### src/rtl/seq_gate_pkg.sv
// Shared types for the sequence-gated enable FSM: state encoding and counter width.
package seq_gate_pkg;

    typedef enum logic [2:0] {
        IDLE   = 3'd0,
        START  = 3'd1,
        SEARCH = 3'd2,
        GRANT  = 3'd3,
        PASS   = 3'd4,
        DENY   = 3'd5
    } state_e;

    localparam int unsigned CNT_W = 8;
    typedef logic [CNT_W-1:0] cnt_t;

endpackage

### src/rtl/seq_gate_fsm_if.sv
// Sensor/actuator side signals of the sequencer; master drives x/y, slave is the FSM.
interface seq_gate_fsm_if;

    logic x;
    logic y;
    logic f;
    logic g;
    logic done;
    logic pass;

    modport master (output x, output y, input f, input g, input done, input pass);
    modport slave  (input x, input y, output f, output g, output done, output pass);

endinterface

### src/rtl/seq_gate_matcher.sv
// Sliding-window pattern detector: PAT_LEN-bit history, saturating fill count, match on the
// window that includes the current sample.
module seq_gate_matcher #(
    parameter int unsigned        PAT_LEN = 3,
    parameter logic [PAT_LEN-1:0] PATTERN = 3'b101
) (
    input  logic clk,
    input  logic resetn,
    input  logic clr,
    input  logic en,
    input  logic x,
    output logic hit
);

    localparam int unsigned FILL_W = $clog2(PAT_LEN + 1);
    localparam logic [FILL_W-1:0] FULL = FILL_W'(PAT_LEN);

    typedef logic [PAT_LEN-1:0] hist_t;

    hist_t             hist_q, hist_d;
    logic [FILL_W-1:0] fill_q, fill_d;

    always_comb begin
        hist_d = hist_q;
        fill_d = fill_q;
        hit    = 1'b0;
        if (clr) begin
            hist_d = '0;
            fill_d = '0;
        end else if (en) begin
            // Oldest sample falls off the MSB end.
            hist_d = hist_t'({hist_q, x});
            if (fill_q != FULL) begin
                fill_d = fill_q + FILL_W'(1);
            end
            hit = (fill_d == FULL) && (hist_d == PATTERN);
        end
    end

    always_ff @(posedge clk or negedge resetn) begin
        if (!resetn) begin
            hist_q <= '0;
            fill_q <= '0;
        end else begin
            hist_q <= hist_d;
            fill_q <= fill_d;
        end
    end

endmodule

### src/rtl/seq_gate_fsm.sv
// Motor-enable sequencer: start pulse, pattern watch, grant window with acknowledge.
// Define SEQ_GATE_RETRY_EN to make DENY a one-cycle state that returns to SEARCH.
module seq_gate_fsm
    import seq_gate_pkg::*;
#(
    parameter int unsigned        PAT_LEN  = 3,
    parameter logic [PAT_LEN-1:0] PATTERN  = 3'b101,
    parameter int unsigned        WIN      = 2,
    parameter int unsigned        F_CYCLES = 1
) (
    input logic           clk,
    input logic           resetn,
    seq_gate_fsm_if.slave bus
);

    localparam cnt_t F_LAST = cnt_t'(F_CYCLES - 1);
    localparam cnt_t W_LAST = cnt_t'(WIN - 1);

    state_e state_q, state_d;
    cnt_t   f_cnt_q, f_cnt_d;
    cnt_t   win_cnt_q, win_cnt_d;
    logic   f_q, g_q, done_q, pass_q;
    logic   hit, match_clr, match_en;

    // History is held clear outside SEARCH so each search (incl. a retry) starts fresh.
    assign match_en  = (state_q == SEARCH);
    assign match_clr = !match_en;

    seq_gate_matcher #(
        .PAT_LEN(PAT_LEN),
        .PATTERN(PATTERN)
    ) u_matcher (
        .clk   (clk),
        .resetn(resetn),
        .clr   (match_clr),
        .en    (match_en),
        .x     (bus.x),
        .hit   (hit)
    );

    always_comb begin
        state_d   = state_q;
        f_cnt_d   = f_cnt_q;
        win_cnt_d = win_cnt_q;
        case (state_q)
            IDLE: state_d = START;
            START: begin
                if (f_cnt_q == F_LAST) begin
                    state_d = SEARCH;
                    f_cnt_d = '0;
                end else begin
                    f_cnt_d = f_cnt_q + cnt_t'(1);
                end
            end
            SEARCH: if (hit) state_d = GRANT;
            GRANT: begin
                if (bus.y) begin
                    state_d   = PASS;
                    win_cnt_d = '0;
                end else if (win_cnt_q == W_LAST) begin
                    state_d   = DENY;
                    win_cnt_d = '0;
                end else begin
                    win_cnt_d = win_cnt_q + cnt_t'(1);
                end
            end
            PASS: state_d = PASS;
`ifdef SEQ_GATE_RETRY_EN
            DENY: state_d = SEARCH;
`else
            DENY: state_d = DENY;
`endif
            default: begin
                state_d   = IDLE;
                f_cnt_d   = '0;
                win_cnt_d = '0;
            end
        endcase
    end

    // Outputs are registered from the next state, so they always reflect state_q.
    always_ff @(posedge clk or negedge resetn) begin
        if (!resetn) begin
            state_q   <= IDLE;
            f_cnt_q   <= '0;
            win_cnt_q <= '0;
            f_q       <= 1'b0;
            g_q       <= 1'b0;
            done_q    <= 1'b0;
            pass_q    <= 1'b0;
        end else begin
            state_q   <= state_d;
            f_cnt_q   <= f_cnt_d;
            win_cnt_q <= win_cnt_d;
            f_q       <= (state_d == START);
            g_q       <= (state_d == GRANT) || (state_d == PASS);
            done_q    <= (state_d == PASS) || (state_d == DENY);
            pass_q    <= (state_d == PASS);
        end
    end

    assign bus.f    = f_q;
    assign bus.g    = g_q;
    assign bus.done = done_q;
    assign bus.pass = pass_q;

endmodule

### src/flat_wrapper.sv
// flat-port wrapper written by rule: the top's interface ports become plain ports
module seq_gate_fsm_flat import seq_gate_pkg::*;
#(
    parameter int unsigned        PAT_LEN  = 3,
    parameter logic [PAT_LEN-1:0] PATTERN  = 3'b101,
    parameter int unsigned        WIN      = 2,
    parameter int unsigned        F_CYCLES = 1
)
  (clk, resetn, bus_x, bus_y, bus_f, bus_g, bus_done, bus_pass);
  seq_gate_fsm_if bus_i ();
  input logic clk;
  input logic resetn;
  input wire logic [$bits(bus_i.x)-1:0] bus_x;
  input wire logic [$bits(bus_i.y)-1:0] bus_y;
  output wire logic [$bits(bus_i.f)-1:0] bus_f;
  output wire logic [$bits(bus_i.g)-1:0] bus_g;
  output wire logic [$bits(bus_i.done)-1:0] bus_done;
  output wire logic [$bits(bus_i.pass)-1:0] bus_pass;
  assign bus_i.x = bus_x;
  assign bus_i.y = bus_y;
  assign bus_f = bus_i.f;
  assign bus_g = bus_i.g;
  assign bus_done = bus_i.done;
  assign bus_pass = bus_i.pass;
  seq_gate_fsm #(.PAT_LEN(PAT_LEN), .PATTERN(PATTERN), .WIN(WIN), .F_CYCLES(F_CYCLES)) u_core (.clk(clk), .resetn(resetn), .bus(bus_i));
endmodule
### config.mk
export PLATFORM = sky130hd
export DESIGN_NAME = seq_gate_fsm_flat
export DESIGN_NICKNAME = d
export VERILOG_FILES = /design/src/rtl/seq_gate_pkg.sv /design/src/rtl/seq_gate_fsm_if.sv /design/src/rtl/seq_gate_matcher.sv /design/src/rtl/seq_gate_fsm.sv /design/src/flat_wrapper.sv
export SDC_FILE = /design/constraint.sdc
export NUM_CORES = 1
export LEC_CHECK = 0
export BUFFER_PORTS_ARGS = -buffer_cell sky130_fd_sc_hd__buf_2
export CORE_UTILIZATION = 45
export DETAILED_ROUTE_END_ITERATION = 7
export GPL_TIMING_DRIVEN = 0
export HOLD_SLACK_MARGIN = 0.06
export PLACE_DENSITY = 0.73
export SLEW_MARGIN = 20
export SYNTH_ARGS = -nofsm -noshare
export SYNTH_HDL_FRONTEND = slang
export SYNTH_SLANG_ARGS = --single-unit
export TNS_END_PERCENT = 20
### constraint.sdc
create_clock -name clk -period 2.9 [get_ports clk]
set_input_delay 0.58 -clock clk [delete_from_list [all_inputs] [get_ports clk]]
set_output_delay 0.58 -clock clk [all_outputs]
set_load 0.005 [all_outputs]
== Word-level counts from Yosys, hierarchy flattened ==
Cells that the tools add are included.
Storage, ports and cells
  memory bits (read-only): 0
  input bits: 4
  memories kept: 0
  register bits after elaboration: 27
  memory bits (writable): 0
  word-level logic and storage cells: 47
  output and inout port bits: 4
  latch bits: 0
Operators by class
  reductions and logical operators: 7
  equal/unequal tests: 13
  div/mod/pow operators: 0
  add/subtract/negate cells: 3
  $lt $le $gt $ge: 0
  bitwise logic cells: 0
  shifts and indexed selects: 0
  muxes and demuxes: 15
  $mul: 0
Operators by type and width (count)
  $pmux W8 S2: 2
  $mux W8: 3
  $pmux W3 S6: 1
  $add A8 B1 Y8 const B: 2
  $eq A3 B3 Y1 const B: 5
  $mux W3: 4
  $reduce_or A5 Y1: 2
  $eq A3 B2 Y1 const B: 3
  $eq A8 B1 Y1 const B: 1
  $logic_not A8 Y1: 1
  $mux W2: 4
  $eq A3 B1 Y1 const B: 2
  $logic_not A3 Y1: 1
  $add A2 B1 Y2 const B: 1
  $eq A2 B2 Y1 const B: 1
  $logic_or A1 B1 Y1: 2
  $ne A2 B2 Y1 const B: 1
  $logic_and A1 B1 Y1: 1
  $mux W1: 1

== Longest topological paths before layout ==
  word-level depth: 10
  gate-level depth with buffers: 7
  mapped depth without buffers: 6

== By module ==
A second synthesis with hierarchy kept.
Second synthesis, totals
  cell total of the unflattened synthesis: 141
  area, all modules: 1405.1 um2
By module, submodules not included
  seq_gate_fsm: cells each 125, seq. area each 575.6 um2, area an instance 1219.9 um2, times used 1
  seq_gate_matcher: cells each 16, seq. area each 100.1 um2, area an instance 185.2 um2, times used 1

== Worst setup path before layout ==
No wires, ideal clock.
  path kind: in2reg
  start: in bus_x
  end: reg u_core.g_q (netlist: u_core.bus.g)
  buffers on the path: 0
  path slack: 1.318 ns
  library setup time: 0.074 ns
  arrival time: 1.508 ns
  data required time: 2.826 ns
  cell stages on the path: 5
  cells stage by stage: and4bb_2 > nand4b_1 > o211ai_4 > mux2_4 > o21ai_2
Between the ends
  cells in the longest elaborated chain, start to end: 7
  elaborated cells on any way between the ends: 8
  those cells by class: eq/ne: 3; mux: 3; reduce/logical: 2
Ends and longest elaborated chain
  from (decl): line flat_wrapper.sv:13  | input wire logic [$bits(bus_i.x)-1:0] bus_x;
  $eq A3 B3 Y1 *: line seq_gate_matcher.sv:36  | hit = (fill_d == FULL) && (hist_d == PATTERN);
  $logic_and A1 B1 Y1 *: line seq_gate_matcher.sv:36
  $mux W1 *: line seq_gate_matcher.sv:27  | if (clr) begin
  $mux W3 *: line seq_gate_fsm.sv:55  | SEARCH: if (hit) state_d = GRANT;
  $pmux W3 S6 *: line seq_gate_fsm.sv:45  | case (state_q)
  named net u_core.state_d[0]: line seq_gate_fsm.sv:19  | state_e state_q, state_d;
  $eq A3 B2 Y1 or $eq A3 B3 Y1 (tied branches): line seq_gate_fsm.sv:96  | g_q <= (state_d == GRANT) || (state_d == PASS);
  $logic_or A1 B1 Y1 *: line seq_gate_fsm.sv:96
  to (signal assigned): line seq_gate_fsm.sv:96
  to (decl): line seq_gate_fsm.sv:22  | logic f_q, g_q, done_q, pass_q;
Mark *: on every way through the listed nets, which the timed path passes. The rest lies on a longest branch.
A chain may end at the register's enable or synchronous reset.

== Final worst setup path ==
  start: reg u_core.win_cnt_q[6]
  end: reg u_core.win_cnt_q[4]
Between the ends
  cells in the longest elaborated chain, start to end: 4
Ends and longest elaborated chain
  from (decl): line seq_gate_fsm.sv:21  | cnt_t win_cnt_q, win_cnt_d;
  from (signal assigned): line seq_gate_fsm.sv:94  | win_cnt_q <= win_cnt_d;
  $eq A8 B1 Y1: line seq_gate_fsm.sv:60  | end else if (win_cnt_q == W_LAST) begin
  $mux W8: line seq_gate_fsm.sv:60
  $mux W8: line seq_gate_fsm.sv:57  | if (bus.y) begin
  $pmux W8 S2: line seq_gate_fsm.sv:45
Every way passes these cells.

==> results.json <==
{
  "grt_usage_pct": 18.09,
  "area_growth_pct": 7.149,
  "wl_per_cell_um": 14.22,
  "placementRows": 19,
  "synthCells": 140,
  "die_area_sq_mm": 0.003339,
  "path_class": "reg2reg",
  "io_pins": 8,
  "cp-start-kind": "flip-flop",
  "grt_max_degree": 28,
  "synthSimpleGateAreaFrac_pct": 23.41,
  "cts-buffers-inserted": 3,
  "endpoint_kind": "flip-flop",
  "synth_area_sq_mm": 0.001400,
  "synth_cell_types": 38,
  "synth_edf_count": 0,
  "clkSinkCount": 27,
  "fmax_mhz": 565.8,
  "syn_nets": 148,
  "min_period_ns": 1.767,
  "drt_first_pass_iters": 6,
  "r2r_slack_ns": 1.13,
  "finalSetupTns_ns": 0,
  "critPathRequiredTime_ns": 3.11,
  "core-area_sq_mm": 0.002853,
  "routed_via_density": 5.852,
  "cts_resized": 0,
  "clk_pin_slew_worst_paths_ns": 0.14,
  "die_x_um": 57.78,
  "diodes": 0,
  "hp-class": "in2async",
  "drt_wl_total_mm": 2.588,
  "synth_flop_cell": "dfrtp_1",
  "synthArstFlopShare_pct": 100.0,
  "drcViolationCount": 2,
  "synth_area_leaders": "dfrtp_1 (48%), o21ai_0 (6.1%), nor2_1 (4.3%)",
  "grt_pass1_vias": 1080,
  "peakVddDrop_mv": 0.2381,
  "port-buffer-count": 7,
  "clk_latency_ns": 0.32,
  "grt_pass1_wl_mm": 4.595,
  "skew_ns": 0.005089,
  "holdBufCountCts": 0,
  "pre_cts_slack_ns": 1.130,
  "synth-seq-area-share_pct": 48.26,
  "start_util_pct": 49.08,
  "finalSetupViolCount": 0,
  "overflow": 0,
  "slew_viol_final": 0,
  "nNetsFinal": 160,
  "synth_top_family_by_area": "simple AND/OR/NAND/NOR gates",
  "num_vias": 1065,
  "worst_slew_pin_slew_ns": 0.5778,
  "hpwl_mm": 1.860,
  "crit_arrival_ns": 1.98,
  "maxCapViolations": 0,
  "outcome": "finished, violations left",
  "slew_headroom_pct": 61.48,
  "drt-initial-drc-count": 58,
  "yosys.area.top_type": "dfrtp_1",
  "final-hold-violation-count": 0,
  "synth_fa_ha_area_share_pct": 3.575,
  "setup_ws_ns": 1.133,
  "clock-root-buffer": "clkbuf_4",
  "yosys_warnings": 0,
  "post-route-period-util_pct": 60.94,
  "gp_congestion": 0.7907,
  "layout-drive-gt1-share_pct": 16.56,
  "synth_xor_area_share_pct": 2.502,
  "synth-seq-cells": 27,
  "post-cts-setup-buffers": 0,
  "crit_path_max_fanout": 10,
  "clock_path_buffers": 2,
  "power.density_mw_per_mm2": 694.3,
  "fp.dieH_um": 57.78,
  "synth-compound-area-share_pct": 17.25,
  "antenna_found_initial": 0,
  "violations": "DRC",
  "p_leak_nw": 0.6867,
  "yosys-mux-area-fraction_pct": 1.072,
  "synth_top_area_share_pct": 48.26,
  "ant_nets": 0,
  "tritoncts": "done",
  "h-tree-depth": 1,
  "avgSynthCellArea_sq_um": 10.00,
  "grt_setup_unrepaired": "false"
}
## synthesized netlist by cell type (3+ instances only)
library cell and n:
a21oi_1 3, nand2_1 12, nand2b_1 4, nand3_1 6, nor3_1 3, and3_1 6
dfrtp_1 27, o21ai_0 17, nor2_1 16, o31ai_1 4, inv_1 4, xnor2_1 3
ha_1 4
## cells by family (layout without fill, tap and decap cells)
| group | count (synthesis) | count (layout) |
|---|---|---|
| XOR/XNOR | 4 | 4 |
| buffers and inverters | 9 | 20 |
| flip-flops | 27 | 27 |
| AO/OA/AOI/OAI | 35 | 35 |
| adder cells (fa/ha/maj) | 4 | 4 |
| AND/OR/NAND/NOR | 60 | 60 |
| multiplexers | 1 | 1 |
## placed cells by master (no fill, tap or decap), types with 2 or more instances in the layout
master	Yosys	routed
ha_1	4	4
nand2_1	12	12
o31ai_1	4	4
buf_2	2	9
xnor2_1	3	3
nand2b_1	4	4
nor3_1	3	3
a21oi_1	3	3
nor2_1	16	16
clkbuf_4	0	3
o21a_1	2	2
dfrtp_1	27	27
nand3_1	6	6
and2b_1	2	2
o21ai_0	17	17
buf_6	2	2
nand3b_1	2	2
inv_1	4	4
and4bb_2	2	2
and3_1	6	6
## final cells by class
type | count | area [sq um]
Sequential cell | 27 | 675.6
Clock buffer | 4 | 26.28
Buffer | 5 | 40.04
Fill cell | 267 | 1353
Tap cell | 31 | 38.79
Inverter | 4 | 15.01
Multi-Input combinational cell | 104 | 669.4
Timing Repair Buffer | 7 | 35.03
## final timing paths
kind	from	depth (start not counted)	end
max	u_core.win_cnt_q[6]$_DFFE_PN0N_	6	u_core.win_cnt_q[4]$_DFFE_PN0N_
min	resetn	1	u_core.bus.pass$_DFF_PN0_
max reg2reg	u_core.win_cnt_q[6]$_DFFE_PN0N_	6	u_core.win_cnt_q[4]$_DFFE_PN0N_
min reg2reg	u_core.u_matcher.fill_q[0]$_DFF_PN0_	1	u_core.u_matcher.fill_q[0]$_DFF_PN0_
max in group asynchronous	resetn	1	u_core.state_q[1]$_DFF_PN0_
min in group clk	u_core.u_matcher.fill_q[0]$_DFF_PN0_	1	u_core.u_matcher.fill_q[0]$_DFF_PN0_
## critical path, stage by stage (launching register included)
cell	delay, ns
dfrtp_1	0.46
nor4_1	0.38
a311o_1	0.33
buf_6	0.17
nor2_1	0.05
o21ai_0	0.17
o31ai_1	0.11
## metal layers
layer  GRT usage, %  vias to the layer above  share of wire (%)
met4          12.59                        0                2.5
met1          21.32                      511                 43
met3          2.679                        6                4.5
li1               -                      518                  -
met5              0                        -                  0
met2          30.40                       30                 49
## state kept, by name, indices dropped and copies added (netlist names)
signal	count
u_core.bus.done	1
u_core.bus.f	1
u_core.bus.g	1
u_core.bus.pass	1
u_core.f_cnt_q	8
u_core.state_q	3
u_core.u_matcher.fill_q	2
u_core.u_matcher.hist_q	2
u_core.win_cnt_q	8
## through the flow
stage | area [sq um] | hold slack, ns | utilization (%) | power, mW | cells
6_report | 1500 | 0.2359 | 52.59 | 1.042 | 182
3_3_place_gp | 1474 | 0.4289 | 51.67 | 0.8731 | 178
3_5_place_dp | 1474 | 0.4442 | 51.67 | 0.8926 | 178
5_1_grt | 1500 | 0.2638 | 52.59 | 1.123 | 182
4_1_cts | 1500 | 0.2475 | 52.59 | 1.051 | 182
2_1_floorplan | 1400 | 0.2844 | - | 0.7945 | 140
## report_power, final
part	total [mW]	leakage, nW	switching (mW)	internal [mW]
combinational	0.403	0.304	0.226	0.177
clock	0.159	0.0150	0.105	0.0538
sequential	0.479	0.367	0.0403	0.439
total	1.04	0.687	0.372	0.670
No activity file was read; power rests on OpenSTA's default activity.
